File: config.mk
export PLATFORM = sky130hd
export DESIGN_NAME = hex_bank_display
export DESIGN_NICKNAME = d
export VERILOG_FILES = /design/src/rtl/hex_bank_display_pkg.sv /design/src/rtl/hex_seg_decode.sv /design/src/rtl/hex_bank_display.sv
export SDC_FILE = /design/constraint.sdc
export NUM_CORES = 1
export LEC_CHECK = 0
export ABC_AREA = 1
export CORE_ASPECT_RATIO = 1.5
export CORE_UTILIZATION = 50
export CTS_BUF_LIST = sky130_fd_sc_hd__clkbuf_2 sky130_fd_sc_hd__clkbuf_4 sky130_fd_sc_hd__clkbuf_8
export DETAILED_ROUTE_END_ITERATION = 10
export PLACE_DENSITY_LB_ADDON = 0.15
export SLEW_MARGIN = 20
export SYNTH_ARGS = -nofsm -noshare
export SYNTH_HDL_FRONTEND = slang
export SYNTH_SLANG_ARGS = --single-unit
File: constraint.sdc
create_clock -name clk -period 7.05 [get_ports clk]
set_clock_uncertainty 0.1 [all_clocks]
set_input_delay 1.41 -clock clk [delete_from_list [all_inputs] [get_ports clk]]
set_output_delay 1.41 -clock clk [all_outputs]
set_load 0.01 [all_outputs]
File: src/rtl/hex_bank_display_pkg.sv
// Shared seven-segment definitions for display blocks.
// Segment vectors are active-low; bit 0 is segment a, bit 6 is segment g.
package hex_bank_display_pkg;

   localparam int unsigned SEG_W = 7;
   localparam int unsigned NIB_W = 4;

   typedef logic [SEG_W-1:0] seg_t;

   localparam seg_t SEG_0   = 7'b1000000;
   localparam seg_t SEG_1   = 7'b1111001;
   localparam seg_t SEG_2   = 7'b0100100;
   localparam seg_t SEG_3   = 7'b0110000;
   localparam seg_t SEG_4   = 7'b0011001;
   localparam seg_t SEG_5   = 7'b0010010;
   localparam seg_t SEG_6   = 7'b0000010;
   localparam seg_t SEG_7   = 7'b1111000;
   localparam seg_t SEG_8   = 7'b0000000;
   localparam seg_t SEG_9   = 7'b0010000;
   localparam seg_t SEG_A   = 7'b0001000;
   localparam seg_t SEG_B   = 7'b0000011;
   localparam seg_t SEG_C   = 7'b1000110;
   localparam seg_t SEG_D   = 7'b0100001;
   localparam seg_t SEG_E   = 7'b0000110;
   localparam seg_t SEG_F   = 7'b0001110;
   localparam seg_t SEG_OFF = 7'b1111111;

endpackage

File: src/rtl/hex_seg_decode.sv
// Combinational hex nibble to active-low seven-segment decode.
module hex_seg_decode
   import hex_bank_display_pkg::*;
(
   input  logic [NIB_W-1:0] nibble,
   output seg_t             seg_c
);

   always_comb begin
      seg_c = SEG_OFF;
      case (nibble)
         4'h0: seg_c = SEG_0;
         4'h1: seg_c = SEG_1;
         4'h2: seg_c = SEG_2;
         4'h3: seg_c = SEG_3;
         4'h4: seg_c = SEG_4;
         4'h5: seg_c = SEG_5;
         4'h6: seg_c = SEG_6;
         4'h7: seg_c = SEG_7;
         4'h8: seg_c = SEG_8;
         4'h9: seg_c = SEG_9;
         4'hA: seg_c = SEG_A;
         4'hB: seg_c = SEG_B;
         4'hC: seg_c = SEG_C;
         4'hD: seg_c = SEG_D;
         4'hE: seg_c = SEG_E;
         4'hF: seg_c = SEG_F;
         default: seg_c = SEG_OFF;
      endcase
   end

endmodule

File: src/rtl/hex_bank_display.sv
// Bank of seven-segment digits with a held value, leading-zero suppression,
// per-digit enables and whole-bank blink.
module hex_bank_display
   import hex_bank_display_pkg::*;
#(
   parameter int unsigned NUM_DIGITS = 6,
   parameter int unsigned BLINK_DIV  = 25_000_000
)(
   input  logic                                clk,
   input  logic                                reset,
   input  logic [NIB_W*NUM_DIGITS-1:0]         data,
   input  logic                                load,
   input  logic                                blank_lz,
   input  logic                                blink_en,
   input  logic [NUM_DIGITS-1:0]               digit_en,
   output logic [NUM_DIGITS-1:0][SEG_W-1:0]    HEX,
   output logic [NIB_W*NUM_DIGITS-1:0]         shown
);

   localparam int unsigned CNT_W = $clog2(BLINK_DIV);
   localparam logic [CNT_W-1:0] CNT_LAST = CNT_W'(BLINK_DIV - 1);

   logic [CNT_W-1:0]                 blink_cnt;
   logic                             phase_on;
   seg_t                             dec_c [NUM_DIGITS];
   logic [NUM_DIGITS-1:0]            lz_off_c;
   logic                             blank_all_c;
   logic [NUM_DIGITS-1:0][SEG_W-1:0] hex_next_c;

   // Value register; shown is the register itself.
   always_ff @(posedge clk or posedge reset) begin
      if (reset) begin
         shown <= '0;
      end else if (load) begin
         shown <= data;
      end
   end

   // Blink half-period counter; dropping blink_en restarts in the ON phase.
   always_ff @(posedge clk or posedge reset) begin
      if (reset) begin
         blink_cnt <= '0;
         phase_on  <= 1'b1;
      end else if (!blink_en) begin
         blink_cnt <= '0;
         phase_on  <= 1'b1;
      end else if (blink_cnt == CNT_LAST) begin
         blink_cnt <= '0;
         phase_on  <= ~phase_on;
      end else begin
         blink_cnt <= blink_cnt + CNT_W'(1);
      end
   end

   for (genvar g = 0; g < NUM_DIGITS; g++) begin : g_dec
      hex_seg_decode u_dec (
         .nibble (shown[NIB_W*g +: NIB_W]),
         .seg_c  (dec_c[g])
      );
   end

   // Suppression follows nibble values only, so enables never shift it.
   always_comb begin : lz_mask
      logic seen;
      seen     = 1'b0;
      lz_off_c = '0;
      for (int i = NUM_DIGITS - 1; i >= 0; i--) begin
         seen        = seen | (shown[NIB_W*i +: NIB_W] != '0);
         lz_off_c[i] = blank_lz & ~seen & (i != 0);
      end
   end

   always_comb begin
      blank_all_c = blink_en & ~phase_on;
      hex_next_c  = {NUM_DIGITS{SEG_OFF}};
      for (int i = 0; i < NUM_DIGITS; i++) begin
         hex_next_c[i] = (blank_all_c | ~digit_en[i] | lz_off_c[i]) ? SEG_OFF : dec_c[i];
      end
   end

   always_ff @(posedge clk or posedge reset) begin
      if (reset) begin
         HEX <= {NUM_DIGITS{SEG_OFF}};
      end else begin
         HEX <= hex_next_c;
      end
   end

endmodule

==> summary.md <==
| Metric | Value |
|---|---|
| HPWL after detailed placement | 8720 um |
| Critical path class | flip-flop to primary output |
| Top_reg_cell synth | dfrtp_1 |
| Synth area leaders | dfrtp_1 (25%), dfstp_2 (23%), nand2_1 (10%) |
| Post-synthesis cell count | 596 |
| PwrDens | between 150 and 200 nW/um2 |
| Row cnt | 44 |
| Clock sink total | 92 |
| Hold_ws | ~0.39 ns |
| Status | finished clean |
| Minimum clock period | 3.05 ns |
| Ys Warns | 0 |
| LEAKAGE | around 2.7 nW |
| RSZ-0062 raised after global routing | false |
| First-pass GRT wire length | approximately 19000 um |
| Largest net degree at the start of global routing | 68 |
| Cells after DPL | 800 |
| Initial antenna violation count | 0 |
| CP cell instances | clkdlybuf4s50_1 |
| WL final | roughly 11000 um |
| Min-delay worst type | flip-flop to flip-flop |
| Synth Area in Compound Gates | between 10 and 15% |
| Final net count | about 760 |
| Most numerous cell in the Yosys netlist | nand2_1 |
| Endpoints failing hold | 0 |
| Peak VDD IR | 0.111 mV |
| Port bufs | 100 |
| Gp weighted congestion | between 0.9 and 1 |
| CTS Buf Count | 9 |
| Family with the most delay on the worst path | buffers and inverters |
| Post-DP Area | ~6100 um2 |
| Async set-reset flop share out of synthesis | 100% |
| Cts hold-fix bufs | 0 |
| Mean Syn Cell Area | between 8 and 9 um2 |
| Final-layout fill cell count | approximately 850 |
| Antenna viol nets, final | 0 |
| Adder and majority cell fraction of the synthesized area | just over 8% |
| Clock-pin slew on the worst setup and hold paths | 0.09 ns |
| GR Overflow Total | 0 |
| First-pass detailed-route iteration total | 5 |
| CP max stage cell | clkdlybuf4s50_1 |
| Core Region | 9690 um2 |
| Synth Area in XOR/XNOR | approximately 2.1% |
| Post-route setup TNS | 0 ns |
| Worst-margin pin slew | between 0.7 and 0.8 ns |
| Startpoint types | flip-flop |
| Mux cell area share after synthesis | 0% |
| Synth Area in Simple Gates | about a quarter |
| Setup bufs post-CTS | 0 |
| Crit-path max FO | 9 |
| Clock Tree Root | clkbuf_8 |
| Synth top area share | between 20 and 25% |
| # Max-Cap Violations | 0 |
| PostCTS Resize Cnt | 0 |
| Starting Density | between 50% and 60% |
| Vias in the first global route | roughly 4200 |
| Main combinational cell family by area after synthesis | simple AND/OR/NAND/NOR gates |
| Final Non-Filler Cells | 816 |
| Final Util | 64.6% |
| Synthesized flop and latch total | 92 |
| H-tree lvl count | 3 |
| Die height | around 120 um |
| Share of cells above drive strength 1 | roughly 13% |
| Crit-path max cell delay | 0.61 ns |
| Drt drc | 0 |
| Design area | 6260 um2 |
| Post-synth top cells | nand2_1 (138), nor2_1 (78), inv_1 (58) |
| Peak Freq | about 330 MHz |
| Largest area contributor in the netlist | dfrtp_1 |
| CTS tree | done |
| Routed WL per cell | 13.9 um |
| Bufs and invs on worst path | 1 |
| Slew Viols, Final | 0 |
| Worst Path Arrival | ~1.5 ns |
| Via count | ~4300 |
| Relative slew slack | between 40 and 50% |
| Setup violators final | 0 |
| Die ar. | ~10000 um2 |
| Post-Syn Nets | roughly 660 |
| Element type at the critical path end | primary output |
| Antenna diodes | 0 |
| Post-synth EDFFs | 0 |
| Worst EP required | approximately 5.5 ns |
| Synth cell types | 32 |
| Die W | 83.4 um |
| Reg area | about 2400 um2 |
| Area taken by multi-input logic gates | approximately 2300 um2 |
| Via density | around 5.3 |
| Area Overhead vs Synth | 25.8% |
| Post-route clock period utilization | approximately 43% |
| Initial DRC count | 160 |
| Sequential area share after synthesis | about 47% |
| Top Ports | about 100 |
| GRT Total Usage | about a quarter |
| Max clock buf depth | 2 |
| Mapped Area | between 4000 and 5000 um2 |
| Clock Latency Late Sink | between 0.3 and 0.4 ns |
==> through the flow <==
stage	total power [mW]	worst slack, ns
global placement	0.899	3.89
detailed placement	0.904	3.80
finish	1.22	4.00
floorplan	0.768	3.22
CTS	1.24	3.98
global route	1.30	3.94
==> layer usage <==
metal  share of wire [%]  GRT usage (%)  up-vias
li1                    -              -     2133
met1                  38           25.0     2021
met2                  53           43.5      137
met3                 4.9           5.77       39
met4                 3.5           11.7        0
met5                   0              0        -
==> placed cells by master (no fill, tap or decap) <==
master	n
dfrtp_1	49
dfstp_2	43
xnor2_1	5
a21oi_1	16
nor2_1	78
a211oi_1	4
nand3b_1	3
o311ai_0	4
o2111ai_1	3
o21a_1	1
clkbuf_8	10
nand2_2	3
nand4_2	1
clkinv_2	3
nand2_1	138
a22oi_1	1
buf_4	2
o21ai_0	47
ha_1	32
nand3_2	3
clkbuf_4	4
nand4_1	6
clkdlybuf4s50_1	100
inv_2	5
o22ai_1	2
nor3_1	6
inv_1	57
o211ai_1	7
nand4_4	1
xor2_1	7
nand3_1	42
a31oi_1	4
nor2_4	5
nor2_2	8
clkinv_4	1
==> flip-flops by register name (all words and copies together) (netlist names) <==
| register | cells |
|---|---|
| HEX | 42 |
| blink_cnt | 25 |
| shown | 24 |
| phase_on | 1 |
==> worst paths after layout <==
kind | startpoint | endpoint | slack [ns] | cells after the start
worst max-delay path | shown[18]$_DFFE_PP0P_ | shown[18] | 4.00 | 1
worst min-delay path | blink_cnt[0]$_DFF_PP0_ | blink_cnt[0]$_DFF_PP0_ | 0.39 | 1
worst max register to register | blink_cnt[0]$_DFF_PP0_ | blink_cnt[18]$_DFF_PP0_ | 5.34 | 8
worst min register to register | blink_cnt[0]$_DFF_PP0_ | blink_cnt[0]$_DFF_PP0_ | 0.39 | 1
max in group asynchronous | reset | shown[16]$_DFFE_PP0P_ | 4.43 | 3
min in group asynchronous | reset | blink_cnt[16]$_DFF_PP0_ | 1.26 | 2
==> report_power, final <==
part           leakage [nW]  internal [mW]  switching, mW  total, mW
combinational          1.48          0.130          0.139      0.269
sequential             1.09          0.589         0.0369      0.626
clock                0.0981          0.153          0.175      0.328
total                  2.67          0.872          0.351       1.22
==> layout make-up <==
| class | count | area share [%] |
|---|---|---|
| Inverter | 64 | 3.94 |
| Sequential cell | 92 | 37.7 |
| Timing Repair Buffer | 102 | 16.2 |
| Tap cell | 115 | 2.30 |
| Multi-Input combinational cell | 427 | 37.0 |
| Clock buffer | 14 | 2.68 |
| Clock inverter | 2 | 0.160 |
==> cell families after synthesis <==
logic type	after synthesis
and+or+nand+nor	294
AOI/OAI and AO/OA	89
xor gates and xnor gates	12
DFF	92
buffers and inverters	77
adders and majority gates	32
Power figures use the tool's default switching activity.
